===== config.mk =====
export PLATFORM = sky130hd
export DESIGN_NAME = audioio
export DESIGN_NICKNAME = d
export VERILOG_FILES = /design/src/rtl/audioio_pkg.sv /design/src/rtl/audioio_fifo.sv /design/src/rtl/audioio.sv
export SDC_FILE = /design/constraint.sdc
export NUM_CORES = 1
export LEC_CHECK = 0
export ABC_AREA = 1
export CELL_PAD_IN_SITES_DETAIL_PLACEMENT = 0
export CELL_PAD_IN_SITES_GLOBAL_PLACEMENT = 1
export CORE_ASPECT_RATIO = 0.8
export CORE_MARGIN = 2
export CORE_UTILIZATION = 48
export CTS_CLUSTER_SIZE = 25
export DETAILED_ROUTE_END_ITERATION = 12
export PLACE_DENSITY = 0.82
export SKIP_LAST_GASP = 1
export SYNTH_ARGS = -nofsm -noshare
export SYNTH_HDL_FRONTEND = slang
export SYNTH_SLANG_ARGS = --single-unit

===== constraint.sdc =====
create_clock -name clk -period 3.58 [get_ports clk]
set_input_delay 1.074 -clock clk [delete_from_list [all_inputs] [get_ports clk]]
set_output_delay 1.074 -clock clk [all_outputs]
set_load 0.005 [all_outputs]

===== src/rtl/audioio_pkg.sv =====
// Shared register map, bit positions and reset defaults for the audioio block.
// Optional sigma-delta output stage is selected with AUDIOIO_SIGMADELTA_EN.
package audioio_pkg;

    typedef enum logic [2:0] {
        REG_CTRL   = 3'd0,
        REG_STATUS = 3'd1,
        REG_DATA   = 3'd2,
        REG_DIVHI  = 3'd3,
        REG_DIVLO  = 3'd4,
        REG_LEVEL  = 3'd5
    } reg_addr_e;

    localparam int CTRL_EN    = 0;
    localparam int CTRL_IRQEN = 1;
    localparam int CTRL_FLUSH = 3;

    localparam int ST_EMPTY = 0;
    localparam int ST_FULL  = 1;
    localparam int ST_LOW   = 2;
    localparam int ST_OVF   = 6;
    localparam int ST_UDR   = 7;

    localparam logic [15:0] DEF_RST_DIV = 16'd999;
    localparam logic [7:0]  RD_UNMAPPED = 8'hFF;

endpackage


===== src/rtl/audioio_fifo.sv =====
// Sample FIFO: power-of-two depth, pointers wrap naturally, flush empties in one cycle.
module audioio_fifo #(
    parameter int DEPTH = 16,
    localparam int AW = $clog2(DEPTH),
    localparam int CW = AW + 1
) (
    input  logic          clk,
    input  logic          rst,
    input  logic          push,
    input  logic          pop,
    input  logic          flush,
    input  logic [7:0]    din,
    output logic          full,
    output logic          empty,
    output logic [CW-1:0] count,
    output logic [7:0]    dout
);
    logic [7:0]    mem_q [DEPTH];
    logic [AW-1:0] rd_q, rd_d, wr_q, wr_d;
    logic [CW-1:0] cnt_q, cnt_d;
    logic          do_push, do_pop;

    assign full    = (cnt_q == CW'(DEPTH));
    assign empty   = (cnt_q == '0);
    assign count   = cnt_q;
    assign dout    = mem_q[rd_q];
    // A push into a full FIFO is still accepted when a pop frees a slot in the same cycle.
    assign do_pop  = pop && !empty;
    assign do_push = push && (!full || do_pop);

    always_comb begin
        rd_d  = rd_q;
        wr_d  = wr_q;
        cnt_d = cnt_q;
        if (flush) begin
            rd_d  = '0;
            wr_d  = '0;
            cnt_d = '0;
        end else begin
            if (do_push) wr_d = wr_q + AW'(1);
            if (do_pop)  rd_d = rd_q + AW'(1);
            cnt_d = cnt_q + CW'(do_push) - CW'(do_pop);
        end
    end

    always_ff @(posedge clk) begin
        if (rst) begin
            rd_q  <= '0;
            wr_q  <= '0;
            cnt_q <= '0;
        end else begin
            rd_q  <= rd_d;
            wr_q  <= wr_d;
            cnt_q <= cnt_d;
        end
    end

    always_ff @(posedge clk) begin
        if (do_push && !flush) mem_q[wr_q] <= din;
    end

endmodule


===== src/rtl/audioio.sv =====
// CPU-mapped audio output: sample FIFO, rate divider, PWM (or sigma-delta when
// AUDIOIO_SIGMADELTA_EN is defined) modulator driving two identical audio pins.
module audioio
    import audioio_pkg::*;
#(
    parameter int          FIFO_DEPTH = 16,
    parameter logic [15:0] RST_DIV    = DEF_RST_DIV
) (
    input  logic       clk,
    input  logic       rst,
    input  logic [2:0] AD,
    input  logic [7:0] DI,
    output logic [7:0] DO,
    input  logic       rw,
    input  logic       cs,
    output logic       irq,
    output logic [1:0] audio
);
    localparam int CW = $clog2(FIFO_DEPTH) + 1;

    logic          en_q, en_d, irqen_q, irqen_d;
    logic          ovf_q, ovf_d, udr_q, udr_d;
    logic          irq_q, irq_d, aud_q, aud_d;
    logic [7:0]    divhi_q, divhi_d, divlo_q, divlo_d, sample_q, sample_d;
    logic [15:0]   tcnt_q, tcnt_d;
    logic          wr, wr_ctrl, wr_status, wr_data, wr_divhi, wr_divlo;
    logic          tick, flush, pop_req, popped, low;
    logic          f_full, f_empty;
    logic [CW-1:0] f_count;
    logic [7:0]    f_dout;

    assign wr        = cs && !rw;
    assign wr_ctrl   = wr && (AD == REG_CTRL);
    assign wr_status = wr && (AD == REG_STATUS);
    assign wr_data   = wr && (AD == REG_DATA);
    assign wr_divhi  = wr && (AD == REG_DIVHI);
    assign wr_divlo  = wr && (AD == REG_DIVLO);

    assign tick    = (tcnt_q == '0);
    assign flush   = wr_ctrl && DI[CTRL_FLUSH];
    assign pop_req = tick && en_q && !flush;
    assign popped  = pop_req && !f_empty;
    assign low     = (f_count <= CW'(FIFO_DEPTH / 2));

    audioio_fifo #(.DEPTH(FIFO_DEPTH)) u_fifo (
        .clk   (clk),
        .rst   (rst),
        .push  (wr_data),
        .pop   (pop_req),
        .flush (flush),
        .din   (DI),
        .full  (f_full),
        .empty (f_empty),
        .count (f_count),
        .dout  (f_dout)
    );

    always_comb begin
        en_d    = en_q;
        irqen_d = irqen_q;
        divhi_d = divhi_q;
        divlo_d = divlo_q;
        if (wr_ctrl) begin
            en_d    = DI[CTRL_EN];
            irqen_d = DI[CTRL_IRQEN];
        end
        if (wr_divhi) divhi_d = DI;
        if (wr_divlo) divlo_d = DI;
        // DIVLO restarts the period at once; DIVHI alone waits for the next reload.
        if (wr_divlo)  tcnt_d = {divhi_q, DI};
        else if (tick) tcnt_d = {divhi_q, divlo_q};
        else           tcnt_d = tcnt_q - 16'd1;
        sample_d = popped ? f_dout : sample_q;
        ovf_d    = (wr_data && f_full && !popped) || (ovf_q && !(wr_status && DI[ST_OVF]));
        udr_d    = (tick && en_q && f_empty) || (udr_q && !(wr_status && DI[ST_UDR]));
        irq_d    = en_q && irqen_q && (low || udr_q);
    end

`ifdef AUDIOIO_SIGMADELTA_EN
    logic [8:0] acc_q, acc_d;

    always_comb begin
        acc_d = {1'b0, acc_q[7:0]} + {1'b0, sample_q};
        aud_d = en_q && acc_q[8];
    end

    always_ff @(posedge clk) begin
        if (rst) acc_q <= '0;
        else     acc_q <= acc_d;
    end
`else
    logic [7:0] pwm_q, pwm_d;

    always_comb begin
        pwm_d = pwm_q + 8'd1;
        aud_d = en_q && (pwm_q < sample_q);
    end

    always_ff @(posedge clk) begin
        if (rst) pwm_q <= '0;
        else     pwm_q <= pwm_d;
    end
`endif

    always_ff @(posedge clk) begin
        if (rst) begin
            en_q     <= 1'b0;
            irqen_q  <= 1'b0;
            ovf_q    <= 1'b0;
            udr_q    <= 1'b0;
            irq_q    <= 1'b0;
            aud_q    <= 1'b0;
            divhi_q  <= RST_DIV[15:8];
            divlo_q  <= RST_DIV[7:0];
            tcnt_q   <= RST_DIV;
            sample_q <= '0;
        end else begin
            en_q     <= en_d;
            irqen_q  <= irqen_d;
            ovf_q    <= ovf_d;
            udr_q    <= udr_d;
            irq_q    <= irq_d;
            aud_q    <= aud_d;
            divhi_q  <= divhi_d;
            divlo_q  <= divlo_d;
            tcnt_q   <= tcnt_d;
            sample_q <= sample_d;
        end
    end

    always_comb begin
        DO = RD_UNMAPPED;
        case (AD)
            REG_CTRL:   DO = {6'b0, irqen_q, en_q};
            REG_STATUS: begin
                DO           = '0;
                DO[ST_EMPTY] = f_empty;
                DO[ST_FULL]  = f_full;
                DO[ST_LOW]   = low;
                DO[ST_OVF]   = ovf_q;
                DO[ST_UDR]   = udr_q;
            end
            REG_DATA:   DO = 8'h00;
            REG_DIVHI:  DO = divhi_q;
            REG_DIVLO:  DO = divlo_q;
            REG_LEVEL:  DO = 8'(f_count);
            default:    DO = RD_UNMAPPED;
        endcase
    end

    assign irq   = irq_q;
    assign audio = {aud_q, aud_q};

endmodule


==> results.yml, run 1 <==
pwr:
  pwr_density_cell_nw_per_um2: 440.6
  peakVddDrop_mv: 0.3356
  p_leak_uw: 0.003737
setup_path:
  rr_endpoint: "u_fifo.count[4]"
  worstPathRequired_ps: 2510
  r2r_slack_ps: 970
  critPathMaxFanout: 4
  critPathLaunchType: "input port"
  cp-end-kind: "output pin"
  reg2reg_depth: 16
  timing.rr.start: "tcnt_q[0]"
  crit_type: "in2out"
  cp.arrival_ps: 2460
worst_hold_path:
  holdPathStages: 1
  min_to: "pwm_q[0]"
  min-delay-start: "pwm_q[0]"
  hp-class: "reg2reg"
clocking:
  root_buffer: "clkbuf_16"
  clock_latency_ps: 440
  cts_tree: "yes"
  cts_sinks: 195
  clkSlewWorstSetupHoldPaths_ps: 70
  htree_levels: 4
  cts_buffers: 17
  cts_buffer_depth: 2
  postCtsHoldBufs: 0
sta:
  grt_setup_unrepaired: "yes"
  finalHoldViolCount: 0
  fmax_mhz: 282.9
  period_minus_slack_ps: 3535
  fin_tns_setup_ps: 0
  slew_violations: 0
  setup_ws_ps: 44.69
  slew_headroom_pct: 43.85
  post-route-period-util_pct: 98.75
  tightest_slew_ps: 839.7
  clock-skew-final_ps: 9.685
  setup_viol: 0
cells_and_area:
  layout_common_cells: "nor2_1 (163), edfxtp_1 (128), o21ai_0 (116)"
  num-nets-final: 991
  final_layout_size_suffix_gt1_share_pct: 13.28
  diodes: 0
  regArea_sq_um: 5186
  syn2layout_area_growth_pct: 16.65
  multi_input_area_sq_um: 3089
  fill_cells: 1530
  final_common_cell: "nor2_1"
synth:
  async_reset_ff_share_pct: 0
  syn_nets: 920
  syn-mean-instance-area_sq_um: 9.845
  yosysUniqueCellTypes: 45
  netlist_instances: 881
  yosys_warnings: 0
  synth_ff_type: "edfxtp_1"
  seq_area_frac_synth_pct: 59.78
  synth_seq_cells: 195
  synth_area_sq_um: 8673
  synth_edf_count: 128
routing:
  drtPass1Iterations: 8
  via_per_inst: 5.417
  vias: 6441
  wl_um: 20590
  drtIter0Drc: 604
  ant_nets: 0
  wl_per_cell_um: 17.32
  drc: 0
global_routing:
  grt_util_all_layers_pct: 22.25
  grt_max_degree: 69
  grt_pass1_wl_um: 32510
  grt.overflow.total: 0
  antenna_found_initial: 0
  grt_pass1_vias: 5890
status:
  status: "complete, no violations"
place:
  hpwl_um: 13950
  portBuffers: 25
  place_congestion: 0.8465
  pre_cts_ws_ps: -407.6
floorplan:
  die_w_um: 154.3
  die_area_sq_um: 19170
  design.core.area_sq_um: 17540
  start_util_pct: 49.45
  ioPinCount: 26
  die_h_um: 124.2
  fp-row-count: 43
job:
  max-cap-violations: 0
## area by class of cell
type	instances	area share (%)
Sequential cell	195	51.26
Multi-Input combinational cell	579	30.53
Timing Repair Buffer	89	7.321
Clock buffer	17	4.205
Tap cell	225	2.783
Inverter	70	2.597
Clock inverter	14	1.299
## worst max-delay path, cell delays in order
cell and delay [ps]:
dlygate4sd2_1 270, inv_2 70, nand3_1 110, inv_2 100, nor3_2 50, buf_4 140, buf_4 140, a21oi_2 120
o221ai_1 120, dlygate4sd2_1 280
## cell usage after synthesis (3+ instances only)
cell type  number  area [sq um]
nor2_1        164         615.6
edfxtp_1      128          3844
o21ai_0       117         585.6
nand2_1        86         322.8
dfxtp_1        67          1341
inv_1          64         240.2
a21oi_1        41         205.2
nand3_1        41         205.2
clkbuf_1       24         90.09
ha_1           23         287.8
nor3_1         16         80.08
o211ai_1       16         120.1
o22ai_1         9         56.30
xor2_1          9         78.83
a31oi_1         7         43.79
buf_2           7         35.03
a221oi_1        4         35.03
inv_2           4         15.01
nand4_1         4         25.02
nor2_2          4         25.02
nor2_4          4         45.04
o21ai_1         4         20.02
xnor2_1         4         35.03
nand2_2         3         18.77
o21a_1          3         22.52
## flip-flops by register name (all words and copies together), names as in the netlist
signal and cells:
u_fifo.count 5, udr_q 1, tcnt_q 16, u_fifo.rd_q 4
u_fifo.wr_q 4, en_q 1, irqen_q 1, ovf_q 1
irq 1, divhi_q 8, pwm_q 8, sample_q 8
aud_q 1, divlo_q 8, u_fifo.mem_q 128
## per-layer routing
metal  GRT usage, %  wire, um  up-vias  share of wire, %
met3          4.775      1575       18               7.6
met5              0         0        -                 0
met4          6.155       215        0               1.0
met1          34.87     10020     3008                49
li1               -         -     3195                 -
met2          31.05      8773      220                43
## stage by stage
step | cell area, sq um | hold WS (ps) | instances | util (%) | power, uW
2_1_floorplan | 8673 | 426.9 | 881 | - | 2553
3_3_place_gp | 9475 | 445.9 | 1151 | 54.02 | 2671
3_5_place_dp | 9475 | 456.6 | 1151 | 54.02 | 2673
4_1_cts | 10080 | 469.0 | 1188 | 57.48 | 4472
5_1_grt | 10120 | 514.0 | 1189 | 57.68 | 4584
6_report | 10120 | 464.3 | 1189 | 57.68 | 4458
## logic make-up after synthesis
logic type,after synthesis,synth area share (%)
fa+ha+maj,24,3.549
flops,195,59.78
xor+xnor,13,1.313
compound gates,210,13.56
simple gates,332,16.79
buf+inv,107,5.006
## worst max path at each step
stage,start,endpoint,slack (ps)
after detailed placement,AD[1],DO[0],-410
after floorplan,cs,u_fifo.count[4],400
after CTS,AD[2],DO[7],7
after global routing,AD[2],DO[3],-30
after global placement,AD[0],DO[0],-440
final,AD[2],DO[3],40
## power by group
group          internal, uW  switching, uW  leakage [uW]
Sequential             2410           12.4       0.00169
Combinational          84.7            123       0.00177
Clock                   923            908      0.000273
## repair_timing
item                                    4_1_cts  5_1_grt
setup buffers                                 6        1
endpoints found under the hold margin         0        0
pin swaps                                     1        1
endpoints found under the setup margin        8        6
resized for setup                            20        6
No activity file was read; power rests on OpenSTA's default activity.
==> run 2: changes to the inputs <==
--- a/config.mk
+++ b/config.mk
@@ -10,10 +10,10 @@
 export CELL_PAD_IN_SITES_GLOBAL_PLACEMENT = 1
 export CORE_ASPECT_RATIO = 0.8
 export CORE_MARGIN = 2
-export CORE_UTILIZATION = 48
+export CORE_UTILIZATION = 45
 export CTS_CLUSTER_SIZE = 25
 export DETAILED_ROUTE_END_ITERATION = 12
-export PLACE_DENSITY = 0.82
+export PLACE_DENSITY = 0.77
 export SKIP_LAST_GASP = 1
 export SYNTH_ARGS = -nofsm -noshare
 export SYNTH_HDL_FRONTEND = slang
==> run 2 against run 1 <==
  * Power is 1.0% lower
  * First-iteration DRC count rose by 12%
  * Sequential share of layout area rose by 0.15 points
  * Final cell count rose by 2.4%
  * Maximum frequency is 1.2% lower
  * Flip-flop and latch count is the same
  * Design area fell by 0.30%
  * Wire length rose by 2.5%
  * Critical path depth is 3 lower
  * Largest cell class unchanged
  * Non-clock buffer count down 3
  * Clock-buffer cell count rose by 1
  * Die area is 6.5% higher
==> results.yml, run 2 (synthesized netlist as in run 1, its figures left out) <==
pwr:
  peakVddDrop_mv: 0.2771
  p_leak_uw: 0.003709
  p_total_uw: 4412
  pwr_density_cell_nw_per_um2: 437.4
sta:
  slew_violations: 0
  finalHoldViolCount: 0
  slew_headroom_pct: 43.19
  tightest_slew_ps: 849.4
  grt_setup_unrepaired: "yes"
  setup_viol: 0
  fmax_mhz: 279.6
  clock-skew-final_ps: 13.84
  period_minus_slack_ps: 3577
  post-route-period-util_pct: 99.91
setup_path:
  critPathMaxFanout: 3
  cp.depth: 7
  reg2reg_depth: 16
  r2r_slack_ps: 950
  cp_slowest_stage_delay_ps: 490
  crit_top_cell: "buf_4"
  rr_endpoint: "u_fifo.count[4]"
  startpoint: "AD[1]"
  cp.arrival_ps: 2500
  critPathLaunchType: "input port"
  path_buf_inv: 4
  cp_cell_sequence: "clkdlybuf4s15_2, buf_4, nor3_1, buf_4, a221oi_2, nand2_1, clkdlybuf4s50_1"
  crit_type: "in2out"
  cp_slowest_cell: "clkdlybuf4s50_1"
  worstPathRequired_ps: 2510
  cp-endpoint: "DO[1]"
  timing.rr.start: "tcnt_q[0]"
  cp-end-kind: "output pin"
  critPathTopFamily: "buffers and inverters"
cells_and_area:
  multi_input_area_sq_um: 3078
  reg_top3: "u_fifo.mem_q (128), tcnt_q (16)"
  diodes: 0
  final_layout_size_suffix_gt1_share_pct: 12.81
  fill_cells: 1736
  num-nets-final: 988
  final_common_cell: "nor2_1"
  final_cell_area_sq_um: 10090
  syn2layout_area_growth_pct: 16.30
  largest_reg_flops: 128
  regArea_sq_um: 5186
  largest-register: "u_fifo.mem_q"
  layout_common_cells: "nor2_1 (163), edfxtp_1 (128), o21ai_0 (117)"
global_routing:
  grt-busiest-layer: "met1"
  antenna_found_initial: 0
  grt_pass1_vias: 5928
  met1_usage_pct: 33.00
  grt_pass1_wl_um: 33060
  use_met3_pct: 4.044
  grt_util_all_layers_pct: 21.22
  grt.overflow.total: 0
  met2_usage_pct: 31.00
  grt_max_degree: 69
clocking:
  cts_buffer_depth: 2
  clkSlewWorstSetupHoldPaths_ps: 70
  clock_latency_ps: 430
  cts_buffers: 17
  root_buffer: "clkbuf_16"
  cts_tree: "yes"
  htree_levels: 4
  cts_sinks: 195
floorplan:
  start_util_pct: 45.85
  die_h_um: 128.2
  ioPinCount: 26
  design.core.area_sq_um: 18920
  fp-row-count: 45
  die_w_um: 159.2
  die_area_sq_um: 20410
routing:
  drtIter0Drc: 678
  vias: 6489
  drc: 0
  wl_per_cell_um: 17.33
  wl_um: 21110
  via_per_inst: 5.328
  ant_nets: 0
  drtPass1Iterations: 5
place:
  portBuffers: 25
  hpwl_um: 14100
  place_congestion: 0.8500
  place_area_sq_um: 9512
status:
  status: "complete, no violations"
job:
  max-cap-violations: 0
worst_hold_path:
  hp-class: "reg2reg"
run 2: changes by cell type in the layout (fill, tap and decap cells not counted), moves of 2 or more:
| cell | before | now |
|---|---|---|
| inv_8 | 6 | 1 |
| dlygate4sd2_1 | 9 | 5 |
| inv_6 | 5 | 1 |
| clkinv_4 | 0 | 3 |
| buf_6 | 2 | 0 |
| clkbuf_2 | 0 | 2 |
| dlymetal6s2s_1 | 0 | 2 |
run 2: per-layer routing:
layer	up-vias	wire [um]
li1	3183	-
met3	11	1289
met5	-	0
met1	3113	10640
met4	0	114
met2	182	9069
run 2: what timing repair did:
item / 4_1_cts / 5_1_grt
resized for setup: 14 / 8
hold buffers: 0 / 0
buffers inserted: 3 / 0
endpoints found under the hold margin: 0 / 0
endpoints found under the setup margin: 8 / 6
pin swaps: 0 / 0
run 2: area by class of cell:
cell class / instances / share of cell area (%)
Sequential cell: 195 / 51.41
Inverter: 70 / 2.605
Clock inverter: 12 / 1.092
Clock buffer: 18 / 4.255
Tap cell: 258 / 3.200
Timing Repair Buffer: 86 / 6.921
Multi-Input combinational cell: 579 / 30.51
run 2: how the worst min path moves through the flow:
stage               slack (ps)  depth (start not counted)  endpoint  startpoint
finish                     470                          1  pwm_q[0]    pwm_q[0]
CTS                        470                          1  pwm_q[0]    pwm_q[0]
global route               510                          1  pwm_q[0]    pwm_q[0]
floorplan                  430                          1  pwm_q[0]    pwm_q[0]
detailed placement         460                          1  pwm_q[0]    pwm_q[0]
global placement           450                          1  pwm_q[0]    pwm_q[0]
run 2: power breakdown:
part / internal [uW] / switching (uW)
sequential: 2410 / 12.2
combinational: 83.2 / 123
clock: 954 / 832
total: 3440 / 967
run 2: through the flow:
stage               util (%)  std cells  hold WS [ps]  setup slack (ps)  setup TNS [ps]
floorplan                  -        881         426.9             404.5               0
global placement       50.28       1185         447.7            -446.7           -2987
detailed placement     50.28       1185         458.3            -439.0           -3047
CTS                    53.25       1218         474.7            -24.94          -24.94
global route           53.32       1218         514.7            -69.36          -69.36
finish                 53.32       1218         466.8             3.273               0
==> run 3: changes to the inputs <==
--- a/config.mk
+++ b/config.mk
@@ -13,6 +13,7 @@
 export CORE_UTILIZATION = 45
 export CTS_CLUSTER_SIZE = 25
 export DETAILED_ROUTE_END_ITERATION = 12
+export GPL_TIMING_DRIVEN = 1
 export PLACE_DENSITY = 0.77
 export SKIP_LAST_GASP = 1
 export SYNTH_ARGS = -nofsm -noshare
==> results of run 3 <==
No change in the layout: final DEF, timing and power equal those of run 2.
